File: src/rtl/alu_pkg.sv
// Shared definitions for the ALU issue unit.
// Control codes, instruction field positions and operand-build modes.
package alu_pkg;

    localparam int DW      = 19;
    localparam int IW      = 6;
    localparam int INSTR_W = 19;

    localparam int OPC_HI = 18;
    localparam int OPC_LO = 15;
    localparam int RD_HI  = 14;
    localparam int RD_LO  = 12;

    localparam logic [3:0] ALU_ADD   = 4'b0000;
    localparam logic [3:0] ALU_SUB   = 4'b0001;
    localparam logic [3:0] ALU_AND   = 4'b0010;
    localparam logic [3:0] ALU_OR    = 4'b0011;
    localparam logic [3:0] ALU_ADDI  = 4'b0100;
    localparam logic [3:0] ALU_ANDI  = 4'b0101;
    localparam logic [3:0] ALU_SLT   = 4'b0110;
    localparam logic [3:0] ALU_LOAD  = 4'b0111;
    localparam logic [3:0] ALU_STORE = 4'b1000;
    localparam logic [3:0] ALU_LEA   = 4'b1011;
    localparam logic [3:0] ALU_MVS   = 4'b1100;
    localparam logic [3:0] ALU_NOP   = 4'b1111;

    // How the A/B operands are built from registers and immediate.
    typedef enum logic [1:0] {
        OPS_RR,
        OPS_SEXT,
        OPS_ZEXT,
        OPS_ZERO_SEXT
    } opsel_e;

endpackage

File: src/rtl/alu_issue_if.sv
// Bundle of the issue-side, ALU-side and result-side signals.
// master = the issue unit, slave = its environment.
interface alu_issue_if #(
    parameter int DW = alu_pkg::DW
) ();

    logic          in_valid;
    logic          in_ready;
    logic [18:0]   instr;
    logic [DW-1:0] rs1_data;
    logic [DW-1:0] rs2_data;
    logic [DW-1:0] alu_a;
    logic [DW-1:0] alu_b;
    logic [3:0]    alu_ctrl;
    logic [DW-1:0] alu_result;
    logic          alu_zero;
    logic          out_valid;
    logic          out_ready;
    logic [DW-1:0] out_result;
    logic          out_zero;
    logic [2:0]    out_rd;
    logic          out_illegal;

    modport master (
        input  in_valid, instr, rs1_data, rs2_data,
        input  alu_result, alu_zero, out_ready,
        output in_ready, alu_a, alu_b, alu_ctrl,
        output out_valid, out_result, out_zero,
        output out_rd, out_illegal
    );

    modport slave (
        output in_valid, instr, rs1_data, rs2_data,
        output alu_result, alu_zero, out_ready,
        input  in_ready, alu_a, alu_b, alu_ctrl,
        input  out_valid, out_result, out_zero,
        input  out_rd, out_illegal
    );

endinterface

File: src/rtl/alu_decode.sv
// Opcode decoder: ALU control code, illegal flag, operand mode.
// Defined opcodes pass through unchanged as the control code.
module alu_decode
    import alu_pkg::*;
(
    input  logic [3:0] opcode_i,
    output logic [3:0] ctrl_o,
    output logic       illegal_o,
    output opsel_e     opsel_o
);

    // Classify the opcode; anything undefined becomes a NOP issue.
    always_comb begin
        ctrl_o    = opcode_i;
        illegal_o = 1'b0;
        opsel_o   = OPS_RR;
        unique case (opcode_i)
            ALU_ADD, ALU_SUB, ALU_AND,
            ALU_OR, ALU_SLT:
                opsel_o = OPS_RR;
            ALU_ADDI, ALU_LOAD,
            ALU_STORE, ALU_LEA:
                opsel_o = OPS_SEXT;
            ALU_ANDI:
                opsel_o = OPS_ZEXT;
            ALU_MVS:
                opsel_o = OPS_ZERO_SEXT;
            default: begin
                ctrl_o    = ALU_NOP;
                illegal_o = 1'b1;
            end
        endcase
    end

endmodule

File: src/rtl/alu_issue_unit.sv
// Two-stage ALU issue unit: S1 drives the external ALU,
// S2 captures its result behind a valid/ready output.
module alu_issue_unit
    import alu_pkg::*;
#(
    parameter int DW = alu_pkg::DW,
    parameter int IW = alu_pkg::IW
) (
    input  logic       clk,
    input  logic       reset,
    alu_issue_if.master bus
);

    logic [3:0]    opc;
    logic [IW-1:0] imm;
    logic [DW-1:0] imm_sx;
    logic [DW-1:0] imm_zx;
    logic [3:0]    ctrl_d;
    logic          ill_d;
    opsel_e        opsel;
    logic [DW-1:0] a_d;
    logic [DW-1:0] b_d;

    logic          s1_valid_q;
    logic [DW-1:0] s1_a_q;
    logic [DW-1:0] s1_b_q;
    logic [3:0]    s1_ctrl_q;
    logic [2:0]    s1_rd_q;
    logic          s1_ill_q;

    logic          s2_valid_q;
    logic [DW-1:0] s2_result_q;
    logic          s2_zero_q;
    logic [2:0]    s2_rd_q;
    logic          s2_ill_q;

    logic          s1_adv;
    logic          accept;

    assign opc    = bus.instr[OPC_HI:OPC_LO];
    assign imm    = bus.instr[IW-1:0];
    assign imm_sx = {{(DW-IW){imm[IW-1]}}, imm};
    assign imm_zx = {{(DW-IW){1'b0}}, imm};

    alu_decode u_dec (
        .opcode_i  (opc),
        .ctrl_o    (ctrl_d),
        .illegal_o (ill_d),
        .opsel_o   (opsel)
    );

    // Build A/B for the instruction being offered.
    always_comb begin
        a_d = bus.rs1_data;
        b_d = bus.rs2_data;
        unique case (opsel)
            OPS_RR:        b_d = bus.rs2_data;
            OPS_SEXT:      b_d = imm_sx;
            OPS_ZEXT:      b_d = imm_zx;
            OPS_ZERO_SEXT: begin
                a_d = '0;
                b_d = imm_sx;
            end
        endcase
    end

    assign s1_adv   = s1_valid_q && (!s2_valid_q || bus.out_ready);
    assign accept   = bus.in_valid && bus.in_ready;
    assign bus.in_ready = !s1_valid_q || s1_adv;

    // Issue stage: load on accept, empty when it moves on.
    always_ff @(posedge clk) begin
        if (reset) begin
            s1_valid_q <= 1'b0;
            s1_a_q     <= '0;
            s1_b_q     <= '0;
            s1_ctrl_q  <= ALU_ADD;
            s1_rd_q    <= '0;
            s1_ill_q   <= 1'b0;
        end else if (accept) begin
            s1_valid_q <= 1'b1;
            s1_a_q     <= a_d;
            s1_b_q     <= b_d;
            s1_ctrl_q  <= ctrl_d;
            s1_rd_q    <= bus.instr[RD_HI:RD_LO];
            s1_ill_q   <= ill_d;
        end else if (s1_adv) begin
            s1_valid_q <= 1'b0;
        end
    end

    // Output stage: sample ALU on advance, payload held otherwise.
    always_ff @(posedge clk) begin
        if (reset) begin
            s2_valid_q  <= 1'b0;
            s2_result_q <= '0;
            s2_zero_q   <= 1'b0;
            s2_rd_q     <= '0;
            s2_ill_q    <= 1'b0;
        end else if (s1_adv) begin
            s2_valid_q  <= 1'b1;
            s2_result_q <= s1_ill_q ? '0 : bus.alu_result;
            s2_zero_q   <= s1_ill_q | bus.alu_zero;
            s2_rd_q     <= s1_rd_q;
            s2_ill_q    <= s1_ill_q;
        end else if (bus.out_ready) begin
            s2_valid_q  <= 1'b0;
        end
    end

    assign bus.alu_a       = s1_a_q;
    assign bus.alu_b       = s1_b_q;
    assign bus.alu_ctrl    = s1_ctrl_q;
    assign bus.out_valid   = s2_valid_q;
    assign bus.out_result  = s2_result_q;
    assign bus.out_zero    = s2_zero_q;
    assign bus.out_rd      = s2_rd_q;
    assign bus.out_illegal = s2_ill_q;

endmodule

File: src/flat_wrapper.sv
// flat-port wrapper written by rule: the top's interface ports become plain ports
module alu_issue_unit_flat import alu_pkg::*;
#(
    parameter int DW = alu_pkg::DW,
    parameter int IW = alu_pkg::IW
)
  (clk, reset, bus_in_valid, bus_instr, bus_rs1_data, bus_rs2_data, bus_alu_result, bus_alu_zero, bus_out_ready, bus_in_ready, bus_alu_a, bus_alu_b, bus_alu_ctrl, bus_out_valid, bus_out_result, bus_out_zero, bus_out_rd, bus_out_illegal);
  alu_issue_if #(.DW(DW)) bus_i ();
  input  logic clk;
  input  logic reset;
  input wire logic [$bits(bus_i.in_valid)-1:0] bus_in_valid;
  input wire logic [$bits(bus_i.instr)-1:0] bus_instr;
  input wire logic [$bits(bus_i.rs1_data)-1:0] bus_rs1_data;
  input wire logic [$bits(bus_i.rs2_data)-1:0] bus_rs2_data;
  input wire logic [$bits(bus_i.alu_result)-1:0] bus_alu_result;
  input wire logic [$bits(bus_i.alu_zero)-1:0] bus_alu_zero;
  input wire logic [$bits(bus_i.out_ready)-1:0] bus_out_ready;
  output wire logic [$bits(bus_i.in_ready)-1:0] bus_in_ready;
  output wire logic [$bits(bus_i.alu_a)-1:0] bus_alu_a;
  output wire logic [$bits(bus_i.alu_b)-1:0] bus_alu_b;
  output wire logic [$bits(bus_i.alu_ctrl)-1:0] bus_alu_ctrl;
  output wire logic [$bits(bus_i.out_valid)-1:0] bus_out_valid;
  output wire logic [$bits(bus_i.out_result)-1:0] bus_out_result;
  output wire logic [$bits(bus_i.out_zero)-1:0] bus_out_zero;
  output wire logic [$bits(bus_i.out_rd)-1:0] bus_out_rd;
  output wire logic [$bits(bus_i.out_illegal)-1:0] bus_out_illegal;
  assign bus_i.in_valid = bus_in_valid;
  assign bus_i.instr = bus_instr;
  assign bus_i.rs1_data = bus_rs1_data;
  assign bus_i.rs2_data = bus_rs2_data;
  assign bus_i.alu_result = bus_alu_result;
  assign bus_i.alu_zero = bus_alu_zero;
  assign bus_i.out_ready = bus_out_ready;
  assign bus_in_ready = bus_i.in_ready;
  assign bus_alu_a = bus_i.alu_a;
  assign bus_alu_b = bus_i.alu_b;
  assign bus_alu_ctrl = bus_i.alu_ctrl;
  assign bus_out_valid = bus_i.out_valid;
  assign bus_out_result = bus_i.out_result;
  assign bus_out_zero = bus_i.out_zero;
  assign bus_out_rd = bus_i.out_rd;
  assign bus_out_illegal = bus_i.out_illegal;
  alu_issue_unit #(.DW(DW), .IW(IW)) u_core (.clk(clk), .reset(reset), .bus(bus_i));
endmodule
File: config.mk
export PLATFORM = sky130hd
export DESIGN_NAME = alu_issue_unit_flat
export DESIGN_NICKNAME = d
export VERILOG_FILES = /design/src/rtl/alu_pkg.sv /design/src/rtl/alu_issue_if.sv /design/src/rtl/alu_decode.sv /design/src/rtl/alu_issue_unit.sv /design/src/flat_wrapper.sv
export SDC_FILE = /design/constraint.sdc
export NUM_CORES = 1
export LEC_CHECK = 0
export CAP_MARGIN = 25
export CORE_MARGIN = 4
export CORE_UTILIZATION = 50
export DETAILED_ROUTE_END_ITERATION = 8
export DONT_BUFFER_PORTS = 1
export SETUP_SLACK_MARGIN = 0.5
export SYNTH_ARGS = -nofsm -noshare
export SYNTH_HDL_FRONTEND = slang
export SYNTH_HIERARCHICAL = 1
export SYNTH_SLANG_ARGS = --single-unit
File: constraint.sdc
create_clock -name clk -period 2.1 [get_ports clk]
set_input_delay 0.525 -clock clk [delete_from_list [all_inputs] [get_ports clk]]
set_output_delay 0.525 -clock clk [all_outputs]
set_load 0.005 [all_outputs]
==> key figures, run 1 <==
Logic synthesis
  • Number of synthesized flops with an enable pin: 0
  • Leading post-synthesis cells by instance count: dfxtp_1, o21ai_0, a21oi_1, clkbuf_1, nand2b_1
  • Most numerous cell in the Yosys netlist: dfxtp_1
  • Area contributors post-synth: dfxtp_1, o21ai_0, a21oi_1
  • Syn nets: 438
  • Synth warn: 6
  • Cell taking the most area after synthesis: dfxtp_1
  • Yosys top cell area share: 46.5%
  • Mapped Area: 3100 µm²
  • Seq/Total Area, Yosys: 46.5%
  • Syn Inst Count: 357
  • Synth Register Bits: 72
  • Synth unique cells: 34
  • Avg Inst Size Synth: 8.69 µm²
  • Post-synth ARST share: 0%
  • Ys flop type: dfxtp_1

STA
  • Relative slew slack: 58.7%
  • Setup TNS: 0 ns
  • WHS: 0.257 ns
  • Setup Skew: 0.00836 ns
  • Tmin final: 1.56 ns
  • Max Slew Vio Count: 0
  • Final period utilization: 74.5%
  • Endpoints failing hold: 0
  • Final setup vio count: 0
  • Least-Margin Pin Slew: 0.619 ns
  • Fmax: 0.639 GHz
  • Unrepaired setup endpoints after global routing: true

Global route
  • Antenna violations before repair: 0
  • GRT Util Overall: 21.3%
  • Vias in the first global route: 2545
  • Met2 Track Usage GR: 32.1%
  • Overflow after GRT: 0
  • Largest net degree at the start of global routing: 74
  • Met1 Use GR: 27.7%
  • First-pass GRT wire length: 12800 µm
  • Most used routing layer: met2
  • Met3 Resource Use GR: 8.65%

Power
  • Max IR drop VDD: 0.000533 V
  • PwrDens: 840 nW/µm²
  • Leak: 0.00113 µW

Worst setup path
  • Critical Path Stages: 2
  • Worst Path Buf+Inv: 1
  • CP Capture Type: primary output
  • Worst Path Max Fanout: 8
  • Reg2reg path depth: 4
  • Crit path from: u_core/bus.out_valid
  • Reg-to-reg slack, setup: 0.60 ns
  • CP required: 1.57 ns
  • FF-to-FF Start: u_core/bus.out_valid
  • Critical Path Sink: bus_in_ready
  • Startpoint types: flip-flop
  • Slowest CP cell: dfxtp_2
  • FF-to-FF End: u_core/bus.alu_a[15]
  • Top delay family on crit path: flip-flops
  • CP peak stage delay: 0.36 ns
  • WS Path Type: reg2out
  • Critical-path cell list: and3b_2 -> inv_8
  • WP data arrival: 1.04 ns

Drt
  • Post-route antenna net violation count: 0
  • Vias: 2605
  • Drt via density: 6.19
  • WL per Instance: 19.4 µm
  • Total wire length: 8190 µm
  • DRC: 0
  • First-pass DRT Iterations: 4
  • Initial detailed-routing violation count: 192

Cells and area
  • Number of antenna diodes: 0
  • Total Nets Final: 423
  • Layout Cells excl Fill: 421
  • Final core occ: 56.8%
  • Area Growth Syn to Fin: 9.07%
  • Share of post-route cells with drive strength above 1: 15.9%

Min path
  • Worst Hold Class: in2reg
  • Hold wc startpoint: reset

Die
  • Io pins: 149
  • Die area: 7530 µm²
  • Chip width: 86.8 µm
  • Core Footprint: 5960 µm²
  • Die Y: 86.8 µm
  • Initial Util: 52.1%
  • Row cnt: 28

Clock tree
  • Skew-Pair Late Insertion Delay: 0.33 ns
  • Sinks on Clock Net: 72
  • CTS root buf: clkbuf_8
  • Num CTS Buffers: 9
  • CTS Buffer Depth: 2
  • Clock slew at reported path FFs: 0.07 ns
  • CTS tree: yes
  • H-Tree Depth: 3

Placement
  • Placed Instances: 400
  • Buffers on Ports: 0
  • Post-DP HPWL: 5080 µm
  • Gpl congestion: 0.802

Outcome
  • Status: complete, no violations

Run
  • Max-cap viol count: 0
worst min-delay path by stage:
stage	depth (start not counted)	endpoint
6_report	1	u_core/bus.alu_b[5]
5_1_grt	1	u_core/bus.alu_b[4]
4_1_cts	1	u_core/bus.out_valid
3_5_place_dp	2	u_core/bus.out_rd[2]
3_3_place_gp	2	u_core/bus.out_rd[2]
2_1_floorplan	2	u_core/bus.out_rd[2]
power by group:
part	internal (µW)	switching, µW
sequential	1450	68.0
combinational	125	146
clock	574	479
cell type report:
type	count	area, µm²
clock inverters	3	42.5
clock buffers	12	145
inverters	4	26.3
well taps	75	93.8
flip-flops and latches	72	1440
repair inverters	3	20.0
repair buffers	14	118
fillers	563	2570
multi-input cells	238	1500
per-layer routing:
layer	up-vias	wire length [µm]
met5	-	0
li1	1276	-
met4	0	104
met2	111	3740
met3	10	925
met1	1208	3410
cells by family after synthesis:
kind of cell,synth area share (%)
compound gates,25.4
xor+xnor,0.565
buf+inv,7.70
flops,46.5
simple gates,19.9
through the flow:
step	worst slack (ns)	instance area, µm²	power (µW)
CTS	0.509	3370	2880
detailed placement	0.351	3140	1820
finish	0.536	3380	2840
floorplan	0.334	3220	1800
global placement	0.356	3140	1810
global route	0.479	3380	2980
cell usage in the layout (no fill, tap or decap), drive strengths merged, types with 2 or more instances in the layout:
cell / synthesis / final
nor2b: 2 / 2
nand2b: 20 / 20
nand4b: 19 / 19
a311oi: 7 / 7
nand2: 6 / 6
clkinvlp: 0 / 3
clkbuf: 20 / 12
dfxtp: 72 / 72
a211oi: 14 / 14
inv: 4 / 5
a21o: 3 / 3
nor2: 4 / 5
a21oi: 54 / 54
nand3: 12 / 12
a21bo: 2 / 2
nor3: 14 / 14
buf: 24 / 14
o21ai: 57 / 57
nand4: 19 / 19
state kept, by name, indices dropped and copies added, names as in the netlist, 3 cells and up:
signal and cells:
u_core/bus.alu_a 19, u_core/bus.alu_b 19, u_core/bus.alu_ctrl 4, u_core/bus.out_rd 3, u_core/bus.out_result 19, u_core/s1_rd_q 3
what timing repair did:
item,in CTS,in global routing
buffers inserted,2,0
cloned,2,2
pin swaps,1,1
resized for setup,4,2
hold buffers,0,0
setup endpoints to repair,1,40
Power figures use the tool's default switching activity.
==> inputs of run 2 (changes only) <==
--- a/config.mk
+++ b/config.mk
@@ -10,6 +10,7 @@
 export CORE_UTILIZATION = 50
 export DETAILED_ROUTE_END_ITERATION = 8
 export DONT_BUFFER_PORTS = 1
+export PLACE_DENSITY = 0.68
 export SETUP_SLACK_MARGIN = 0.5
 export SYNTH_ARGS = -nofsm -noshare
 export SYNTH_HDL_FRONTEND = slang
==> constraint.sdc (replaced) <==
create_clock -name clk -period 1.25 [get_ports clk]
set_input_delay 0.3125 -clock clk [delete_from_list [all_inputs] [get_ports clk]]
set_output_delay 0.3125 -clock clk [all_outputs]
set_load 0.005 [all_outputs]
==> run 2 against run 1 <==
The flow now finishes with violations (negative setup slack). Global-route usage up 1.6 points. Sequential share of layout area decreased by 8.1 points. Flip-flop and latch count stayed put. Combinational power rose to 2.6 times the previous value. Clock skew shrank 0.0030 ns. Clock power grew to 2.5 times the previous value. Cell area rose by 32%. Count of clock-buffer cells in the layout unchanged. Hold slack got worse by 0.23 ns. Power increased by 110%. Sequential power rose by 70%.
==> key figures, run 2 (synthesized netlist as in run 1, its figures left out) <==
Outcome
  • Status: complete, but fails checks (was complete, no violations)
  • Violations in the final reports: negative setup slack

Die
  • Die Y: 86.8 µm (unchanged)
  • Die area: 7530 µm² (unchanged)
  • Chip width: 86.8 µm (unchanged)
  • Initial Util: 52.1% (unchanged)
  • Core Footprint: 5960 µm² (unchanged)
  • Io pins: 149 (unchanged)
  • Row cnt: 28 (unchanged)

Clock tree
  • Sinks on Clock Net: 72 (unchanged)
  • CTS root buf: clkbuf_8 (unchanged)
  • Clock slew at reported path FFs: 0.07 ns (about the same)
  • H-Tree Depth: 3 (unchanged)
  • Skew-Pair Late Insertion Delay: 0.34 ns (was 0.33 ns)
  • CTS tree: yes (unchanged)
  • Num CTS Buffers: 9 (unchanged)
  • CTS Buffer Depth: 2 (unchanged)

Power
  • Leak: 0.00151 µW (was 0.00113 µW)
  • Total power: 5950 µW (was 2840 µW)
  • Max IR drop VDD: 0.000916 V (was 0.000533 V)
  • PwrDens: 1330 nW/µm² (was 840 nW/µm²)

STA
  • Relative slew slack: 69.8% (was 58.7%)
  • Fmax: 0.708 GHz
  • Final setup vio count: 70 (was 0)
  • Final WS setup: -0.162 ns (was 0.536 ns)
  • Endpoints failing hold: 0 (unchanged)
  • Least-Margin Pin Slew: 0.452 ns (was 0.619 ns)
  • Max Slew Vio Count: 0 (unchanged)
  • Unrepaired setup endpoints after global routing: true (unchanged)
  • Setup Skew: 0.00538 ns (was 0.00836 ns)
  • Final period utilization: 113%
  • Tmin final: 1.41 ns

Cells and area
  • Final core occ: 74.9% (was 56.8%)
  • Most common cell after layout, fill and taps aside: dfxtp_2 (was dfxtp_1)
  • Number of antenna diodes: 0 (unchanged)
  • Final Cell Area: 4460 µm² (was 3380 µm²)
  • Total Nets Final: 446 (was 423)
  • Layout Cells excl Fill: 445 (was 421)
  • Share of post-route cells with drive strength above 1: 59.7% (was 15.9%)
  • Area Growth Syn to Fin: 43.7% (was 9.07%)
  • Highest-count cells in the layout ignoring fill and taps: dfxtp_2, o21ai_1, a21oi_2 (was dfxtp_1, a21oi_1, o21ai_0)

Drt
  • Initial detailed-routing violation count: 86 (was 192)
  • Post-route antenna net violation count: 0 (unchanged)
  • Total wire length: 9380 µm (was 8190 µm)
  • First-pass DRT Iterations: 4 (unchanged)
  • DRC: 0 (unchanged)
  • Vias: 2775 (was 2605)
  • WL per Instance: 21.1 µm (was 19.4 µm)
  • Drt via density: 6.24 (was 6.19)

Worst setup path
  • Reg-to-reg slack, setup: -0.15 ns (was 0.60 ns)
  • WP data arrival: 1.10 ns (was 1.04 ns)
  • CP required: 0.94 ns (was 1.57 ns)
  • Startpoint types: flip-flop (unchanged)
  • WS Path Type: reg2out (unchanged)
  • Worst Path Max Fanout: 7 (was 8)
  • CP Capture Type: primary output (unchanged)

Min path
  • Worst Hold Class: in2reg (unchanged)

Global route
  • Vias in the first global route: 2846 (was 2545)
  • Largest net degree at the start of global routing: 74 (unchanged)
  • First-pass GRT wire length: 13700 µm (was 12800 µm)
  • GRT Util Overall: 22.9% (was 21.3%)
  • Antenna violations before repair: 0 (unchanged)
  • Overflow after GRT: 0 (unchanged)

Placement
  • Post-DP Area: 3400 µm² (was 3140 µm²)
  • Gpl congestion: 0.743 (was 0.802)
  • Post-DP HPWL: 5320 µm (was 5080 µm)
  • Buffers on Ports: 0 (unchanged)
  • Placed Instances: 412 (was 400)

Run
  • Max-cap viol count: 0 (unchanged)
==> run 2: cell types whose count changed in the layout (fill, tap and decap cells not counted), moves of 24 or more <==
| cell | delta |
|---|---|
| a21oi_1 | -30 |
| a21oi_2 | +26 |
| o21ai_0 | -38 |
| dfxtp_2 | +62 |
| dfxtp_1 | -67 |
| o21ai_1 | +24 |
==> run 2: path summary, 6_finish.rpt <==
check	from	endpoint	depth (start not counted)
setup / recovery	u_core/bus.out_valid	bus_in_ready	3
hold reg to reg	u_core/bus.out_result[17]	u_core/bus.out_result[17]	2
setup reg to reg	u_core/bus.out_valid	u_core/bus.alu_b[0]	6
hold / removal	reset	u_core/bus.alu_b[1]	1
==> run 2: metrics by stage <==
stage / setup TNS (ns) / setup slack (ns) / hold slack (ns)
2_1_floorplan: -6.80 / -0.303 / 0.452
3_3_place_gp: -8.69 / -0.286 / 0.381
3_5_place_dp: -9.11 / -0.309 / 0.382
4_1_cts: -4.58 / -0.172 / 0.0134
5_1_grt: -8.19 / -0.207 / -0.000719
6_report: -4.87 / -0.162 / 0.0303
==> run 2: final cells by class <==
| type | count | area, µm² |
|---|---|---|
| timing repair buffer | 41 | 603 |
| sequential | 72 | 1540 |
| tap | 75 | 93.8 |
| multi-input combinational | 237 | 1910 |
| clock inverter | 4 | 120 |
| clock buffer | 12 | 176 |
| inverter | 4 | 20.0 |
| fill | 394 | 1500 |
==> run 2: report_power, final <==
part | internal (µW) | switching (µW)
Clock | 1760 | 888
Sequential | 2460 | 129
Combinational | 366 | 345
Total | 4590 | 1360
==> run 2: layer usage <==
layer	routed length [µm]	GRT usage, %	part of all wire [%]	vias up
met5	0	0	0	-
met1	3610	25.1	38	1310
met4	144	8.78	1.5	0
li1	-	-	-	1329
met3	907	10.4	9.7	18
met2	4720	38.6	50	118
==> run 2: repair_timing <==
item	4_1_cts	5_1_grt
endpoints found under the hold margin	0	1
hold buffers	0	1
cloned	3	2
setup endpoints to repair	140	140
gates resized for setup	95	78
pin swaps	4	35
buffers inserted	10	1
==> run 2: worst max-delay path, cell delays in order (launching register included) <==
cell	delay (ns)
dfxtp_4	0.34
and3b_2	0.22
inv_4	0.08
buf_12	0.11
